`src/rtl/pcm_pkg.sv`:
```
// Shared types and constants for the PCM oversampling interpolator family.
package pcm_pkg;

    localparam int PCM_BITS    = 16;
    localparam int PCM_OS_LOG2 = 2;

    localparam logic [1:0] ST_IDLE  = 2'd0;
    localparam logic [1:0] ST_FETCH = 2'd1;
    localparam logic [1:0] ST_LOAD  = 2'd2;
    localparam logic [1:0] ST_RUN   = 2'd3;

    typedef enum logic [1:0] {
        IDLE  = ST_IDLE,
        FETCH = ST_FETCH,
        LOAD  = ST_LOAD,
        RUN   = ST_RUN
    } pcm_state_t;

    typedef logic signed [PCM_BITS-1:0] pcm_sample_t;

endpackage

```
`src/rtl/pcm_lerp.sv`:
```
// Combinational linear interpolator: prev + ((cur - prev) * phase) >>> OS_LOG2.
module pcm_lerp
    import pcm_pkg::*;
#(
    parameter int BITS    = PCM_BITS,
    parameter int OS_LOG2 = PCM_OS_LOG2
) (
    input  logic signed [BITS-1:0]    prev,
    input  logic signed [BITS-1:0]    cur,
    input  logic        [OS_LOG2-1:0] phase,
    output logic signed [BITS-1:0]    lerp
);

    logic signed [BITS:0]         diff;
    logic signed [BITS+OS_LOG2:0] prod;

    // The result lies between prev and cur, so truncating back to BITS is lossless.
    always_comb begin
        diff = {cur[BITS-1], cur} - {prev[BITS-1], prev};
        prod = $signed({{OS_LOG2{diff[BITS]}}, diff}) * $signed({{(BITS+1){1'b0}}, phase});
        lerp = prev + BITS'(prod >>> OS_LOG2);
    end

endmodule

```
`src/rtl/pcm_os_interpolator.sv`:
```
// FIFO-fed linear interpolator producing one sample per oversample strobe.
// Optional PCM_INTERP_UNDERRUN_MUTE_EN: on a starved fetch ramp to zero instead of holding.
//
// state | meaning
// IDLE  | waiting for the first sample in the FIFO, output held at 0
// FETCH | issue the FIFO read, or flag underrun when the FIFO is empty
// LOAD  | FIFO data valid: shift cur into prev and capture the new cur
// RUN   | emit one interpolated sample per os_ce, fetch after the last phase
module pcm_os_interpolator
    import pcm_pkg::*;
#(
    parameter int BITS    = PCM_BITS,
    parameter int OS_LOG2 = PCM_OS_LOG2
) (
    input  logic            clk,
    input  logic            reset_n,
    input  logic            os_ce,
    input  logic            fifo_empty,
    output logic            fifo_rd_en,
    input  logic [BITS-1:0] fifo_rd_data,
    output logic [BITS-1:0] out,
    output logic            out_ce,
    output logic            underrun,
    output logic            active
);

    localparam logic [OS_LOG2-1:0] PH_LAST = '1;

    pcm_state_t               state, state_nxt;
    logic signed [BITS-1:0]   prev, cur, lerp;
    logic        [OS_LOG2-1:0] phase;

    pcm_lerp #(.BITS(BITS), .OS_LOG2(OS_LOG2)) u_lerp (
        .prev  (prev),
        .cur   (cur),
        .phase (phase),
        .lerp  (lerp)
    );

    always_ff @(posedge clk or negedge reset_n) begin
        if (!reset_n) state <= IDLE;
        else          state <= state_nxt;
    end

    always_comb begin
        state_nxt  = state;
        fifo_rd_en = 1'b0;
        case (state)
            IDLE:  if (!fifo_empty) state_nxt = FETCH;
            FETCH: begin
                if (!fifo_empty) begin
                    fifo_rd_en = 1'b1;
                    state_nxt  = LOAD;
                end else begin
                    state_nxt  = RUN;
                end
            end
            LOAD:  state_nxt = RUN;
            RUN:   if (os_ce && phase == PH_LAST) state_nxt = FETCH;
            default: state_nxt = IDLE;
        endcase
    end

    always_ff @(posedge clk or negedge reset_n) begin
        if (!reset_n) begin
            out      <= '0;
            out_ce   <= 1'b0;
            underrun <= 1'b0;
            active   <= 1'b0;
            prev     <= '0;
            cur      <= '0;
            phase    <= '0;
        end else begin
            out_ce <= 1'b0;
            case (state)
                FETCH: begin
                    if (fifo_empty) begin
                        prev     <= cur;
                        underrun <= 1'b1;
`ifdef PCM_INTERP_UNDERRUN_MUTE_EN
                        cur      <= '0;
`endif
                    end
                end
                LOAD: begin
                    prev     <= cur;
                    cur      <= fifo_rd_data;
                    underrun <= 1'b0;
                    active   <= 1'b1;
                end
                RUN: begin
                    if (os_ce) begin
                        out    <= lerp;
                        out_ce <= 1'b1;
                        phase  <= phase + 1'b1;
                    end
                end
                default: ;
            endcase
        end
    end

endmodule

```
`config.mk`:
```
export PLATFORM = sky130hd
export DESIGN_NAME = pcm_os_interpolator
export DESIGN_NICKNAME = d
export VERILOG_FILES = /design/src/rtl/pcm_pkg.sv /design/src/rtl/pcm_lerp.sv /design/src/rtl/pcm_os_interpolator.sv
export SDC_FILE = /design/constraint.sdc
export NUM_CORES = 1
export LEC_CHECK = 0
export ABC_AREA = 1
export ABC_CLOCK_PERIOD_IN_PS = 5900
export BUFFER_PORTS_ARGS = -buffer_cell sky130_fd_sc_hd__buf_2
export CORE_UTILIZATION = 40
export CTS_BUF_LIST = sky130_fd_sc_hd__clkbuf_8 sky130_fd_sc_hd__clkbuf_16
export DETAILED_ROUTE_END_ITERATION = 8
export PLACE_DENSITY = 0.57
export SETUP_SLACK_MARGIN = 0.02
export SYNTH_ARGS = -nofsm -noshare
export SYNTH_HDL_FRONTEND = slang
export SYNTH_HIERARCHICAL = 1
export SYNTH_SLANG_ARGS = --single-unit
```
`constraint.sdc`:
```
create_clock -name clk -period 5.9 [get_ports clk]
set_input_delay 0.885 -clock clk [delete_from_list [all_inputs] [get_ports clk]]
set_output_delay 0.885 -clock clk [all_outputs]
set_load 0.005 [all_outputs]
```
# Yosys cells after proc, flatten, opt, wreduce, memory -nomap -nowiden
# Cells that the tools add are included.
# word_totals
register_bits	55
output_inout_bits	20
elab_cells	37
# classes
n_addsub	3
mul	1
eq_ne	7
n_mux	12
n_reduce_logical	6
# ops
operator	count
$pmux W16 S2	1
$mul A17 B3 Y18	1
$sub A16 B16 Y17	1
$add A16 B16 Y16	1
$mux W16	1
$pmux W2 S4	1
$eq A2 B2 Y1 const B	3
$mux W1	6
$ne A2 B2 Y1 const B	3
$reduce_and A2 Y1	3
$mux W2	2
$add A2 B1 Y2 const B	1
$eq A2 B1 Y1 const B	1
$logic_not A2 Y1	1
$pmux W1 S2	1
$reduce_bool A2 Y1	1
$logic_and A1 B1 Y1	1

# Depth between registers and ports, before layout
# Gate-level depths: netlist of the first run.
# logic_depth
depth_word	4
depth_mapped	34
mapped_depth_nobuf	34

# Cells and area by module
# The synthesis of the first run kept the hierarchy.
# modules_own_cells
module	instances	cells_per_inst	area_per_inst_um2	seq_area_each_um2
pcm_lerp	1	415	2625.0	0.0
pcm_os_interpolator	1	242	2253.4	1376.3

# Worst setup path before layout of the first run
# OpenSTA, ideal clock, no wires.
# synth_path
path_kind	flip-flop to flip-flop
start	register prev[2]
end	register out[15]
arrival_time_ps	4198
t_required_ps	5784
path_slack_ps	1586
stages_incl_launch_ff	29
n_path_buf	0
synth_period_minus_slack_ps	4314
path_cell_list	dfrtp_1 -> inv_1 -> ha_1 -> a21oi_1 -> o21ai_2 -> a21boi_2 -> o21ai_2 -> a21oi_1 -> xor2_1 -> nor2_1 -> ha_1 -> ha_1 -> a21oi_1 -> o21a_1 -> o21ai_1 -> a31oi_1 -> o21ai_1 -> xor2_1 -> ha_1 -> nand2_1 -> a21oi_1 -> a211oi_1 -> o21ai_0 -> a21oi_4 -> inv_1 -> nand2_1 -> nand2_1 -> nand2_1 -> nand2_1
# synth_via
elab_chain_cells	3
# synth_lines
element	line	source
start: declaration	pcm_os_interpolator.sv:30	logic signed [BITS-1:0] prev, cur, lerp;
start signal: assignment	pcm_os_interpolator.sv:78	prev <= cur;
start signal: assignment	pcm_os_interpolator.sv:86	prev <= cur;
$sub A16 B16 Y17	pcm_lerp.sv:19	diff = {cur[BITS-1], cur} - {prev[BITS-1], prev};
$mul A17 B3 Y18	pcm_lerp.sv:20	prod = $signed({{OS_LOG2{diff[BITS]}}, diff}) * $signed({{(BITS+1){1'b0}}, phase});
$add A16 B16 Y16 *	pcm_lerp.sv:21	lerp = prev + BITS'(prod >>> OS_LOG2);
via lerp[15]	pcm_os_interpolator.sv:30	
end signal: assignment	pcm_os_interpolator.sv:93	out <= lerp;
end: declaration	pcm_os_interpolator.sv:21	output logic [BITS-1:0] out,
# The timed path passes the listed nets; every way through them passes the cells marked *.
# A chain may end at the register's enable or synchronous reset.

# Worst setup path after layout of the first run
# layout_path
start	register prev[2]
end	register out[13]
# Same word-level chain as after synthesis.

==> summary.md, run 1 <==
| Metric | Value |
|---|---|
| # nets final | `786` |
| Initial Utilization | `41.8%` |
| Pin count of the biggest net entering global routing | `56` |
| Top cell type by total area after synthesis | `dfrtp_1` |
| Compound-cell area share of the yosys netlist | `8.87%` |
| Die W | `112 um` |
| Worst Tran Pin Value | `0.699 ns` |
| Distinct cells, synth | `44` |
| Worst skew pair latency | `0.30 ns` |
| Core area | `11700 um^2` |
| Post-synth EDFFs | `0` |
| Total GRT Usage | `17.5%` |
| Syn. warnings | `6` |
| CTS root buf | `clkbuf_16` |
| R2r worst-path depth | `25` |
| Initial antenna violation count | `0` |
| Area contributors post-synth | `dfrtp_1, ha_1, nand2_1, xor2_1, inv_1` |
| RSZ-0062 raised after global routing | `false` |
| Worst Hold Class | `reg2reg` |
| Crit end category | `register` |
| Netlist Area Pre-Place | `4880 um^2` |
| Worst path required time | `6.13 ns` |
| Yosys reg bits | `55` |
| Final setup fails | `0` |
| CTS Sinks | `55` |
| Post-synthesis mux area share | `0%` |
| First-pass GRT wire length | `17.7 mm` |
| Total negative slack | `0 ns` |
| Die height | `112 um` |
| Outcome | `completed` |
| Most common cell in the synthesized netlist | `nand2_1` |
| Post-DP HPWL | `8.38 mm` |
| Die area | `12600 um^2` |
| Remaining DRCs | `0` |
| DR vias/cell | `4.89` |
| Post-synthesis adder-cell area fraction | `18.9%` |
| Layout overhead on the synthesized area | `9.49%` |
| Num ports | `40` |
| H-tree depth | `2` |
| Wire length per cell | `12.2 um` |
| CTS clock-pin slew for the worst setup and hold paths | `0.07 ns` |
| Setup bufs post-CTS | `0` |
| Worst hold path depth | `1` |
| XOR/XNOR Fraction of Synth Area | `7.54%` |
| Clock skew | `0.0119 ns` |
| WS Path Type | `reg2reg` |
| Startpoint class of the critical path | `register` |
| Post-synth top area share | `28.2%` |
| Share of the yosys chip area belonging to registers | `28.2%` |
| CTS max path bufs | `2` |
| Headroom to the max-slew limit | `53.4%` |
| CTS Hold Buffers Added | `0` |
| Share of layout cells above drive strength 1 | `11.8%` |
| Syn avg cell area | `7.43 um^2` |
| Top_reg_cell synth | `dfrtp_1` |
| CTS resizes | `0` |
| MaxCap Viol Count | `0` |
| Overflow after GRT | `0` |
| Peak Freq | `0.197 GHz` |
| Final Cycle Share | `86.0%` |
| Simple-gate share of the synthesized area | `29.5%` |
| Post-synth top cells | `nand2_1, ha_1, inv_1` |
| Final Wtd Congestion | `0.862` |
| IO buf count | `39` |
| Final worst slack | `0.825 ns` |
| Starting DRC count in detailed routing | `168` |
| CTS tree | `done` |
| Row cnt | `39` |
| Final count of pins violating max slew | `0` |
| Antenna diode count | `0` |
| Largest family of logic cells by synthesized area | `simple AND/OR/NAND/NOR gates` |
| CTS buffer count | `5` |
| Tmin final | `5.07 ns` |
| Drt total wl | `10.3 mm` |
| Placement Setup Slack | `0.902 ns` |
| Final ANT Viol Nets | `0` |
| Mapped Nets | `749` |
| Pre-antenna DRT Iters | `4` |
| Post-synth ARST share | `100%` |
| Via Count | `4094` |
| Arrival @ worst endpoint | `5.31 ns` |
| Hold Vio Cnt, Final | `0` |
| Max Fanout on Critical Path | `5` |
| Vias in the first global route | `3848` |
| Cells after synthesis | `657` |
## cells in the final DEF, fill, tap and decap left out, types with 7 or more instances in the layout
cell type / netlist / final
a21oi_1: 33 / 33
buf_2: 4 / 39
dfrtp_1: 55 / 55
ha_1: 69 / 69
inv_1: 64 / 64
nand2_1: 216 / 216
nand2_2: 10 / 10
nand3_1: 47 / 47
nor2_1: 49 / 49
o21ai_0: 7 / 7
xnor2_1: 14 / 14
xor2_1: 28 / 28
## registers in the layout (all words and copies together), names as in the netlist
signal	count
prev	16
active	1
phase	2
state	2
out_ce	1
out	16
underrun	1
cur	16
## metrics by stage
step	instances	utilization (%)	hold WS (ns)	cell area, um^2
finish	838	45.8	0.468	5340
global route	838	45.8	0.476	5340
CTS	838	45.8	0.471	5340
detailed placement	830	44.5	0.444	5180
global placement	830	44.5	0.444	5180
floorplan	657	-	0.462	4880
## critical path, stage by stage, from the launching register on
cell	delay, ns
dfrtp_1	0.41
inv_1	0.06
ha_1	0.35
a21oi_1	0.19
o21ai_2	0.11
a21boi_2	0.19
o21ai_2	0.11
a21oi_1	0.18
xor2_1	0.19
nor2_1	0.06
ha_1	0.32
ha_1	0.38
a21oi_1	0.22
o21a_1	0.14
o21ai_1	0.11
a31oi_1	0.25
xnor2_1	0.19
ha_1	0.32
nand2_1	0.14
nor2_1	0.06
a211oi_1	0.33
nand3_1	0.21
a31oi_1	0.21
xnor2_1	0.14
nand2_1	0.07
nand2_1	0.06
## cell families after synthesis
group                      Yosys count
xor gates and xnor gates            42
and+or+nand+nor                    338
DFF                                 55
adders and majority gates           72
buffers and inverters               80
AOI/OAI and AO/OA                   70
## layer usage
metal	routed length (um)	part of all wire, %	global-route usage, %
met1	5160	50	23.2
met2	4620	45	29.1
met3	312	3.0	2.81
met4	172	1.7	5.69
met5	0	0	0
## area by class of cell
cell class	instances	area, um^2
clock buffers	6	139
clock inverters	2	17.5
fillers	1198	6320
inverters	70	265
multi-input cells	522	3160
flip-flops and latches	55	1380
well taps	143	179
repair buffers	40	203
## path summary, 6_finish.rpt
| check | start | endpoint | slack (ns) |
|---|---|---|---|
| worst min-delay path | active | active | 0.47 |
| worst min register to register | active | active | 0.47 |
| worst max register to register | prev[2] | out[13] | 0.83 |
| max in group asynchronous | reset_n | cur[13] | 4.72 |
| min in group asynchronous | reset_n | out[3] | 0.71 |
| worst max-delay path | prev[2] | out[13] | 0.83 |
Power of run 1 is left out: the tool's default activity adds up to more than one toggle a clock period on the data nets, which glitch-free logic cannot reach.
==> run 2, diff against run 1 <==
--- a/config.mk
+++ b/config.mk
@@ -7,11 +7,11 @@
 export LEC_CHECK = 0
 export ABC_AREA = 1
 export ABC_CLOCK_PERIOD_IN_PS = 5900
-export BUFFER_PORTS_ARGS = -buffer_cell sky130_fd_sc_hd__buf_2
 export CORE_UTILIZATION = 40
 export CTS_BUF_LIST = sky130_fd_sc_hd__clkbuf_8 sky130_fd_sc_hd__clkbuf_16
 export DETAILED_ROUTE_END_ITERATION = 8
-export PLACE_DENSITY = 0.57
+export DONT_BUFFER_PORTS = 1
+export PLACE_DENSITY = 0.54
 export SETUP_SLACK_MARGIN = 0.02
 export SYNTH_ARGS = -nofsm -noshare
 export SYNTH_HDL_FRONTEND = slang
==> run 2 against run 1 <==
- count of clock-buffer cells in the layout is the same
- final cell count fell by 4.8%
- sequential cell count unchanged
- critical path depth stayed put
- critical path type unchanged
- critical endpoint unchanged
- core utilization decreased by 1.7 points
- worst setup slack got worse by 0.098 ns
- highest routed layer unchanged
- largest cell class unchanged
==> summary.md, run 2 (synthesis results as in run 1) <==
| Metric | Value |
|---|---|
| CTS Sinks | `55 (unchanged)` |
| CTS tree | `done` |
| Top Registers | `cur x16, out x16, prev x16` |
| Most frequent cells in the layout | `nand2_1, ha_1, inv_1, dfrtp_1, nor2_1` |
| Num ports | `40 (unchanged)` |
| Outcome | `completed` |
| Core area | `11700 um^2 (unchanged)` |
| Via Count | `3960 (-3.3%)` |
| Share of layout cells above drive strength 1 | `6.41% (-5.4 points)` |
| Headroom to the max-slew limit | `60.0% (+6.6 points)` |
| Layout overhead on the synthesized area | `5.39%` |
| Worst Tran Pin Value | `0.599 ns (-0.0996 ns)` |
| Remaining DRCs | `0 (unchanged)` |
| WS Path Type | `reg2reg` |
| DR vias/cell | `4.96 (+1.6%)` |
| Max Fanout on Critical Path | `5 (unchanged)` |
| Worst path required time | `6.13 ns (about the same)` |
| RSZ-0062 raised after global routing | `false` |
| Pin count of the biggest net entering global routing | `56 (unchanged)` |
| Commonest non-fill, non-tap cell in the layout | `nand2_1` |
| CTS root buf | `clkbuf_16` |
| Post-DP HPWL | `8.25 mm (-1.5%)` |
| CTS buffer count | `5 (unchanged)` |
| Final worst slack | `0.728 ns (-0.0978 ns)` |
| Total negative slack | `0 ns (unchanged)` |
| Crit end category | `register` |
| Startpoint class of the critical path | `register` |
| CTS clock-pin slew for the worst setup and hold paths | `0.08 ns (about the same)` |
| Worst Hold Class | `in2async` |
| Die area | `12600 um^2 (unchanged)` |
| Setup bufs post-CTS | `0 (unchanged)` |
| IO buf count | `0 (-100%)` |
| MaxCap Viol Count | `0 (unchanged)` |
| Final Cycle Share | `87.7% (+1.7 points)` |
| CTS max path bufs | `2 (unchanged)` |
| Vias in the first global route | `3897 (+1.3%)` |
| Initial Utilization | `41.8% (unchanged)` |
| Final count of pins violating max slew | `0 (unchanged)` |
| H-tree depth | `2 (unchanged)` |
| # nets final | `746 (-5.1%)` |
| Clock skew | `0.00884 ns (-0.00301 ns)` |
| Fill cells | `1224 (+2.2%)` |
| Final Wtd Congestion | `0.846 (-1.8%)` |
| Peak Freq | `0.193 GHz (-1.9%)` |
| Hold slack | `0.278 ns (-0.191 ns)` |
| Die height | `112 um (unchanged)` |
| Starting DRC count in detailed routing | `122 (-27%)` |
| CTS resizes | `0 (unchanged)` |
| Arrival @ worst endpoint | `5.41 ns (+0.10 ns)` |
| Pre-antenna DRT Iters | `5 (+1)` |
| Overflow after GRT | `0 (unchanged)` |
| Final setup fails | `0 (unchanged)` |
| Wire length per cell | `12.7 um (+3.4%)` |
| Placement Setup Slack | `0.818 ns (-0.0848 ns)` |
| Die W | `112 um (unchanged)` |
| Hold Vio Cnt, Final | `0 (unchanged)` |
| Initial antenna violation count | `0 (unchanged)` |
| First-pass GRT wire length | `17.8 mm (+0.39%)` |
| CTS Hold Buffers Added | `0 (unchanged)` |
| Worst skew pair latency | `0.30 ns (about the same)` |
| Final ANT Viol Nets | `0 (unchanged)` |
| Total GRT Usage | `17.5% (+0.040 points)` |
| Drt total wl | `10.1 mm (-1.5%)` |
| Tmin final | `5.17 ns (+0.0978 ns)` |
| Antenna diode count | `0 (unchanged)` |
| Row cnt | `39 (unchanged)` |
==> run 2: cell count changes in the layout (fill, tap and decap cells not counted), sizes merged <==
cell	change
inv	-1
buf	-40
clkinv	+1
==> run 2: worst paths after layout <==
path | from | end | slack (ns) | cells past startpoint
max in group asynchronous | reset_n | cur[14] | 5.52 | 0
max reg2reg | prev[2] | out[13] | 0.73 | 25
min in group clk | cur[0] | prev[0] | 0.50 | 2
min | reset_n | out_ce | 0.28 | 0
max | prev[2] | out[13] | 0.73 | 25
min reg2reg | cur[0] | prev[0] | 0.50 | 2
==> run 2: metrics by stage <==
stage | std cells | util, % | cell area (um^2)
after global placement | 790 | 42.7 | 4980
after detailed placement | 790 | 42.7 | 4980
after CTS | 798 | 44.1 | 5140
after global routing | 798 | 44.1 | 5140
after floorplan | 657 | - | 4880
final | 798 | 44.1 | 5140
==> run 2: worst max-delay path: stages (launching register included) <==
cell	delay, ns
dfrtp_1	0.42
inv_1	0.06
ha_1	0.35
a21oi_1	0.19
o21ai_2	0.11
a21boi_2	0.21
o21ai_2	0.11
a21oi_1	0.18
xor2_1	0.21
nor2_1	0.07
ha_1	0.32
ha_1	0.37
a21oi_1	0.23
o21a_1	0.16
o21ai_1	0.09
a31oi_1	0.25
xnor2_1	0.19
ha_1	0.32
nand2_1	0.14
nor2_1	0.06
a211oi_1	0.34
nand3_1	0.23
a31oi_1	0.23
xnor2_1	0.14
nand2_1	0.07
nand2_1	0.06
==> run 2: per-layer routing <==
layer  vias to the layer above  routed length, um  global-route usage [%]
met5                         -                  0                       0
met4                         0                236                    6.04
met3                        19                335                    2.54
met2                        74               4380                    28.5
met1                      1751               5160                    23.8
li1                       2116                  -                       -
==> run 2: area by class of cell <==
| type | instances | area (um^2) | area share, % |
|---|---|---|---|
| multi-input combinational | 522 | 3160 | 61.5 |
| sequential | 55 | 1380 | 26.8 |
| inverter | 70 | 265 | 5.16 |
| tap | 143 | 179 | 3.48 |
| clock buffer | 6 | 139 | 2.70 |
| clock inverter | 2 | 20.0 | 0.389 |
Power of run 2 is left out for the same reason.
